`src/rtl/cc_level_scroller.sv`:
```
// cc_level_scroller: level sequencer and 8x8 playfield scroller fed by the level data handler
module cc_level_scroller #(
  parameter int DATAWIDTH       = 8,
  parameter int CURRENTLEVEL_DW = 3,
  parameter int PROGRESS_DW     = 5,
  parameter int NUM_LEVELS      = 6,
  parameter int LEN_L1          = 8,
  parameter int LEN_L2          = 10,
  parameter int LEN_L3          = 8,
  parameter int LEN_L4          = 15,
  parameter int LEN_L5          = 8,
  parameter int LEN_L6          = 20,
  parameter int GAP_ROWS        = 8
) (
  input  logic                       CC_LEVEL_SCROLLER_CLOCK_50,
  input  logic                       CC_LEVEL_SCROLLER_RESET_InHigh,
  input  logic                       CC_LEVEL_SCROLLER_Start_In,
  input  logic                       CC_LEVEL_SCROLLER_ScrollTick_In,
  input  logic                       CC_LEVEL_SCROLLER_Pause_In,
  input  logic [DATAWIDTH-1:0]       CC_LEVEL_SCROLLER_LevelData_InBus,
  output logic [CURRENTLEVEL_DW-1:0] CC_LEVEL_SCROLLER_CurrentLvl_OutBus,
  output logic [PROGRESS_DW-1:0]     CC_LEVEL_SCROLLER_LvlProgress_OutBus,
  output logic [DATAWIDTH*8-1:0]     CC_LEVEL_SCROLLER_Matrix_OutBus,
  output logic                       CC_LEVEL_SCROLLER_LevelDone_Out,
  output logic                       CC_LEVEL_SCROLLER_GameWin_Out
);
  typedef enum logic [1:0] {IDLE, RUN, GAP, WIN} stateType;
  stateType state;
  logic [PROGRESS_DW-1:0] gapCnt;
  logic [PROGRESS_DW-1:0] curLen;
  logic tickOk;
  logic startOk;
  logic [CURRENTLEVEL_DW-1:0] lvl;
  logic [PROGRESS_DW-1:0] prog;
  logic [DATAWIDTH*8-1:0] matrix;
  assign lvl    = CC_LEVEL_SCROLLER_CurrentLvl_OutBus;
  assign prog   = CC_LEVEL_SCROLLER_LvlProgress_OutBus;
  assign matrix = CC_LEVEL_SCROLLER_Matrix_OutBus;
  // row count of the level currently being scrolled
  always_comb curLen = (lvl == 3'd1) ? PROGRESS_DW'(LEN_L1) :
                       (lvl == 3'd2) ? PROGRESS_DW'(LEN_L2) :
                       (lvl == 3'd3) ? PROGRESS_DW'(LEN_L3) :
                       (lvl == 3'd4) ? PROGRESS_DW'(LEN_L4) :
                       (lvl == 3'd5) ? PROGRESS_DW'(LEN_L5) : PROGRESS_DW'(LEN_L6);
  assign tickOk  = CC_LEVEL_SCROLLER_ScrollTick_In & ~CC_LEVEL_SCROLLER_Pause_In;
  assign startOk = CC_LEVEL_SCROLLER_Start_In & ((state == IDLE) | (state == WIN));
  // level/gap sequencing and playfield shifting; start beats a same-cycle tick
  always_ff @(posedge CC_LEVEL_SCROLLER_CLOCK_50) begin
    if (CC_LEVEL_SCROLLER_RESET_InHigh) begin
      state                                <= IDLE;
      gapCnt                               <= '0;
      CC_LEVEL_SCROLLER_CurrentLvl_OutBus  <= '0;
      CC_LEVEL_SCROLLER_LvlProgress_OutBus <= '0;
      CC_LEVEL_SCROLLER_Matrix_OutBus      <= '0;
      CC_LEVEL_SCROLLER_LevelDone_Out      <= 1'b0;
      CC_LEVEL_SCROLLER_GameWin_Out        <= 1'b0;
    end else begin
      CC_LEVEL_SCROLLER_LevelDone_Out <= 1'b0;
      if (startOk) begin
        state                                <= RUN;
        gapCnt                               <= '0;
        CC_LEVEL_SCROLLER_CurrentLvl_OutBus  <= CURRENTLEVEL_DW'(1);
        CC_LEVEL_SCROLLER_LvlProgress_OutBus <= PROGRESS_DW'(1);
        CC_LEVEL_SCROLLER_Matrix_OutBus      <= '0;
        CC_LEVEL_SCROLLER_GameWin_Out        <= 1'b0;
      end else if (tickOk && state == RUN) begin
        CC_LEVEL_SCROLLER_Matrix_OutBus <= {CC_LEVEL_SCROLLER_LevelData_InBus, matrix[DATAWIDTH*8-1:DATAWIDTH]};
        if (prog == curLen) begin
          state                                <= GAP;
          gapCnt                               <= '0;
          CC_LEVEL_SCROLLER_LvlProgress_OutBus <= '0;
          CC_LEVEL_SCROLLER_LevelDone_Out      <= 1'b1;
        end else begin
          CC_LEVEL_SCROLLER_LvlProgress_OutBus <= prog + 1'b1;
        end
      end else if (tickOk && state == GAP) begin
        CC_LEVEL_SCROLLER_Matrix_OutBus <= {{DATAWIDTH{1'b0}}, matrix[DATAWIDTH*8-1:DATAWIDTH]};
        gapCnt <= gapCnt + 1'b1;
        if (gapCnt == PROGRESS_DW'(GAP_ROWS - 1)) begin
          if (lvl == CURRENTLEVEL_DW'(NUM_LEVELS)) begin
            state                         <= WIN;
            CC_LEVEL_SCROLLER_GameWin_Out <= 1'b1;
          end else begin
            state                                <= RUN;
            CC_LEVEL_SCROLLER_CurrentLvl_OutBus  <= lvl + 1'b1;
            CC_LEVEL_SCROLLER_LvlProgress_OutBus <= PROGRESS_DW'(1);
          end
        end
      end
    end
  end
endmodule

```
`config.mk`:
```
export PLATFORM = sky130hd
export DESIGN_NAME = cc_level_scroller
export DESIGN_NICKNAME = d
export VERILOG_FILES = /design/src/rtl/cc_level_scroller.sv
export SDC_FILE = /design/constraint.sdc
export NUM_CORES = 1
export LEC_CHECK = 0
export ABC_AREA = 1
export CAP_MARGIN = 20
export CORE_ASPECT_RATIO = 0.6
export CORE_MARGIN = 2
export CORE_UTILIZATION = 54
export CTS_BUF_LIST = sky130_fd_sc_hd__clkbuf_4
export DETAILED_ROUTE_END_ITERATION = 7
export PLACE_DENSITY = 0.88
export RECOVER_POWER = 50
export SYNTH_ARGS = -nofsm -noshare
export SYNTH_HDL_FRONTEND = slang
export SYNTH_SLANG_ARGS = --single-unit
export TNS_END_PERCENT = 1
```
`constraint.sdc`:
```
create_clock -name CC_LEVEL_SCROLLER_CLOCK_50 -period 2.3 [get_ports CC_LEVEL_SCROLLER_CLOCK_50]
set_input_delay 0.46 -clock CC_LEVEL_SCROLLER_CLOCK_50 [delete_from_list [all_inputs] [get_ports CC_LEVEL_SCROLLER_CLOCK_50]]
set_output_delay 0.46 -clock CC_LEVEL_SCROLLER_CLOCK_50 [all_outputs]
set_load 0.01 [all_outputs]
```
Word-level counts from Yosys, hierarchy flattened
Index checks and enable logic that the tools add are counted.
Storage, ports and cells
  output and inout port bits: 74
  input port bits: 13
  flip-flop bits (word level): 81
  logic and storage cells: 83
Cells by class
  reductions and logical operators: 19
  add/subtract/negate cells: 3
  mux-type cells: 28
  bitwise gates (word level): 6
  eq/ne operators: 17
Operator list (number)
  $mux W64: 2
  $mux W5: 13
  $reduce_and A3 Y1: 4
  $reduce_and A4 Y1: 3
  $add A5 B1 Y5 const B: 2
  $mux W2: 5
  $eq A3 B3 Y1 const B: 3
  $mux W1: 8
  $reduce_bool A2 Y1: 4
  $eq A3 B2 Y1 const B: 2
  $ne A2 B2 Y1 const B: 3
  $reduce_bool A3 Y1: 2
  $eq A5 B3 Y1 const B: 1
  $eq A5 B5 Y1: 1
  $eq A2 B2 Y1 const B: 2
  $add A3 B1 Y3 const B: 1
  $eq A3 B1 Y1 const B: 1
  $ne A3 B2 Y1 const B: 1
  $ne A3 B3 Y1 const B: 1
  $not A1 Y1: 3
  $reduce_or A3 Y1: 1
  $and A1 B1 Y1: 2
  $eq A2 B1 Y1 const B: 1
  $logic_and A1 B1 Y1: 2
  other kinds (5): 5

Depth between registers and ports, before layout
  word-level depth: 10
  depth in mapped cells: 12
  mapped depth without buffers: 12

Least setup slack after synthesis
Ideal clock, no wire load.
  kind: reg2reg
  start: reg CC_LEVEL_SCROLLER_CurrentLvl_OutBus[0]
  end: reg CC_LEVEL_SCROLLER_LvlProgress_OutBus[0]
  required time: 2185 ps
  period minus slack after synthesis: 1574 ps
  buffers on the path: 0
  setup time: 115 ps
  cell stages (with the launch flop): 11
  arrival: 1459 ps
  setup slack: 726 ps
  cells stage by stage: dfxtp_1 inv_1 ha_1 nand2_1 nand2_1 nand2_1 nand3_1 nor2_4 nand2_1 a21oi_1 nor3_2
Between the ends
  word-level cells in the longest chain between the ends: 10
  elaborated cells between the ends (all ways): 17
  classes of those cells: 8 x eq/ne; 8 x mux; 1 x reduce/logical
Ends and longest elaborated chain
  start: declaration: line 21  | output logic [CURRENTLEVEL_DW-1:0] CC_LEVEL_SCROLLER_CurrentLvl_OutBus,
  start signal: assignment: line 85  | CC_LEVEL_SCROLLER_CurrentLvl_OutBus <= lvl + 1'b1;
  $eq A3 B3 Y1: line 44  | (lvl == 3'd5) ? PROGRESS_DW'(LEN_L5) : PROGRESS_DW'(LEN_L6);
  $mux W5: line 44
  $mux W5: line 43  | (lvl == 3'd4) ? PROGRESS_DW'(LEN_L4) :
  $mux W5: line 42  | (lvl == 3'd3) ? PROGRESS_DW'(LEN_L3) :
  $mux W5: line 41  | (lvl == 3'd2) ? PROGRESS_DW'(LEN_L2) :
  $mux W5: line 40  | always_comb curLen = (lvl == 3'd1) ? PROGRESS_DW'(LEN_L1) :
  $eq A5 B5 Y1: line 68  | if (prog == curLen) begin
  $mux W5: line 68
  $mux W5: line 66  | end else if (tickOk && state == RUN) begin
  $mux W1: line 59  | if (startOk) begin
  end signal: assignment: line 74  | CC_LEVEL_SCROLLER_LvlProgress_OutBus <= prog + 1'b1;
  end: declaration: line 22  | output logic [PROGRESS_DW-1:0] CC_LEVEL_SCROLLER_LvlProgress_OutBus,
Parallel ways exist; a longest one is shown, timed or not.
A chain may end at the register's enable or synchronous reset.

Worst setup path after layout
  start: reg CC_LEVEL_SCROLLER_CurrentLvl_OutBus[0]
  end: reg gapCnt[3]
Between the ends
  word-level cells in the longest chain between the ends: 9
  elaborated cells between the ends (all ways): 13
  classes of those cells: 7 x eq/ne; 5 x mux; 1 x reduce/logical
Ends and longest elaborated chain
  $eq A3 B3 Y1: line 44
  $mux W5: line 44
  $mux W5: line 43
  $mux W5: line 42
  $mux W5: line 41
  $mux W5 (*): line 40
  $eq A5 B5 Y1 (*): line 68
  $ne A2 B1 Y1 (no line) (*)
  $reduce_and A2 Y1 (no line) (*)
  end signal: assignment: line 78  | gapCnt <= gapCnt + 1'b1;
  end: declaration: line 29  | logic [PROGRESS_DW-1:0] gapCnt;
Mark *: on every way between the ends. The rest lies on a longest branch, timed or not.

==> flow_summary_export.csv <==
group,metric,value,unit
floorplan,die_area,0.00666,mm2
global_route,overflow,0,
clock_network,clk_pin_slew,130,ps
floorplan,num_rows,21,
clock_network,cts_setup_buffers,0,
clock_network,post_cts_resized,0,
global_route,grt_pass1_vias,2884,
cells_and_area,area_growth,31.1,%
place,io_buffers,86,
sta,setup_violations,0,
power_and_ir_drop,ir_worst_vdd,0.387,mV
hold_path,hp-class,"flop to flop",
place,gp_congestion,0.909,
power_and_ir_drop,p_leak,1.66,nW
detailed_routing,ant_nets,0,
cells_and_area,instances_no_fill,592,
sta,max_slew_margin,63.7,%
cells_and_area,layout_common_cells,"nor2_1, dfxtp_1, clkdlybuf4s50_1, o21ai_0, nand2_1",
global_route,grt_antenna_before_repair,0,
setup_path,arrival,2400,ps
sta,hold_slack,488,ps
sta,timing.final.ws_setup,256,ps
logic_synthesis,synthMuxAreaShare,0,%
detailed_routing,routedWlPerCell,13.9,um
logic_synthesis,synth_top_cells_by_area,"dfxtp_1, nor2_1, o21ai_0",
cells_and_area,final_common_cell,"nor2_1",
cells_and_area,utilization,74.9,%
sta,drv_slew,0,
clock_network,cts_tree,"yes",
sta,min_period,2040,ps
global_route,grt_use_met3,8.88,%
logic_synthesis,yosys.area_share.simple,25.6,%
global_route,grtUsageMet1,33.6,%
clock_network,root_buffer,"clkbuf_4",
logic_synthesis,async_reset_ff_share,0,%
cells_and_area,final_cell_area,0.00425,mm2
logic_synthesis,synth_fa_ha_area_share,3.47,%
logic_synthesis,syn-cell-area,0.00324,mm2
sta,fin_tns_setup,0,ps
logic_synthesis,synthDistinctLibCells,25,
setup_path,cp.required,2660,ps
detailed_routing,first_iter_violations,216,
place,place_inst,576,
floorplan,io_pins,87,
clock_network,cts_buffer_depth,2,
sta,hold_violations,0,
floorplan,start_util,57.1,%
floorplan,fp.dieW,104,um
global_route,grt_pass1_wl,13.8,mm
detailed_routing,vias,3039,
logic_synthesis,avgSynthCellArea,7.66,um2
sta,grt_setup_unrepaired,"false",
logic_synthesis,syn_inst,423,
sta,worst_pin_slew,542,ps
setup_path,crit_type,"flop to flop",
cells_and_area,drive_gt1_share,6.25,%
logic_synthesis,synth_edf_count,0,
job,cap_violations,0,
logic_synthesis,yosys_warnings,0,
clock_network,cts_hold_buf,0,
logic_synthesis,synth.yosys.seq_area_share,50.0,%
clock_network,cts_sinks,81,
detailed_routing,via_per_inst,5.13,
global_route,met2_usage,42.6,%
outcome,status,"finished, final reports clean",
logic_synthesis,synth-xor-area-share,1.08,%
power_and_ir_drop,finalPower,2.47,mW
place,pre_cts_ws,239,ps
sta,min_period_over_period,88.9,%
setup_path,path_max_fanout,8,
logic_synthesis,synth_fp_nets,445,
sta,clock.fmax,489,MHz
detailed_routing,drc,0,
logic_synthesis,ys.flop_type,"dfxtp_1",
clock_network,htree_num_levels,3,
setup_path,cp-start-kind,"flop",
clock_network,clk_latency,430,ps
place,hpwl,5.95,mm
logic_synthesis,synth_top_area_share,50.0,%
floorplan,core_area,0.00568,mm2
sta,finClkSkew,19.3,ps
global_route,grt_busiest_layer,"met2",
logic_synthesis,ys_ff_latch,81,
detailed_routing,drtPass1Iterations,4,
place,place_area,0.00416,mm2
setup_path,end_kind,"flop",
logic_synthesis,synth_top_area_cell,"dfxtp_1",
power_and_ir_drop,powerDensity,581,mW/mm2
global_route,grt_max_degree,57,
global_route,grt_usage,26.1,%
cells_and_area,antennaDiodeCount,0,
detailed_routing,routed_wl,8.22,mm
logic_synthesis,synth_compound_gate_area_share,13.7,%
floorplan,fp.dieH,64.0,um
clock_network,numCtsBuffers,9,
logic_synthesis,synth_top_family_by_area,"simple AND/OR/NAND/NOR gates",
cells_and_area,fin_nets,529,
final cells by class:
cell class,count,area (um2)
Multi-Input combinational cell,298,1400
Clock inverter,7,53.8
Fill cell,438,1420
Sequential cell,81,1620
Tap cell,80,100
Inverter,23,86.3
Timing Repair Buffer,94,921
Clock buffer,9,67.6
synth_stat cells, drive strengths merged, types with 2 or more instances:
cell	count
a21oi	22
a31oi	3
buf	14
clkbuf	7
dfxtp	81
ha	9
inv	22
nand2	47
nand3	23
nor2	127
nor3	2
o21ai	59
xor2	4
flip-flops by register name (all words and copies together) (netlist names):
signal,flops
CC_LEVEL_SCROLLER_Matrix_OutBus,64
gapCnt,5
CC_LEVEL_SCROLLER_LvlProgress_OutBus,5
CC_LEVEL_SCROLLER_LevelDone_Out,1
state,2
CC_LEVEL_SCROLLER_GameWin_Out,1
CC_LEVEL_SCROLLER_CurrentLvl_OutBus,3
where the power goes:
part / total, mW / internal, mW / leakage, nW / switching (mW)
sequential: 1.46 / 1.44 / 0.655 / 0.0279
clock: 0.734 / 0.229 / 0.0606 / 0.505
combinational: 0.271 / 0.121 / 0.944 / 0.150
total: 2.47 / 1.79 / 1.66 / 0.683
path summary, 6_finish.rpt:
path	start	endpoint	slack, ps	cells past startpoint
max	CC_LEVEL_SCROLLER_CurrentLvl_OutBus[0]	gapCnt[3]	260	11
min	CC_LEVEL_SCROLLER_Matrix_OutBus[58]	CC_LEVEL_SCROLLER_Matrix_OutBus[58]	490	2
max reg2reg	CC_LEVEL_SCROLLER_CurrentLvl_OutBus[0]	gapCnt[3]	260	11
min reg2reg	CC_LEVEL_SCROLLER_Matrix_OutBus[58]	CC_LEVEL_SCROLLER_Matrix_OutBus[58]	490	2
metal layers:
layer	vias up	share of wire [%]
li1	1538	-
met1	1384	46
met2	99	46
met3	18	6.9
met4	0	1.9
met5	-	0
worst max-delay path, stage by stage, from the launching register on:
cell	delay, ps
dfxtp_1	440
inv_1	130
ha_1	240
nand2_1	110
nand2_1	70
nand2_1	60
nand3_1	120
nor2_4	120
nand3_1	300
nand2_2	160
nand2_1	90
a21oi_2	130
kinds of logic (layout without fill, tap and decap cells):
logic type / count (synthesis) / after routing
AOI/OAI and AO/OA: 86 / 86
xor gates and xnor gates: 4 / 4
adders and majority gates: 9 / 9
buffers and inverters: 44 / 133
DFF: 81 / 81
and+or+nand+nor: 199 / 199
Power figures use the tool's default switching activity.
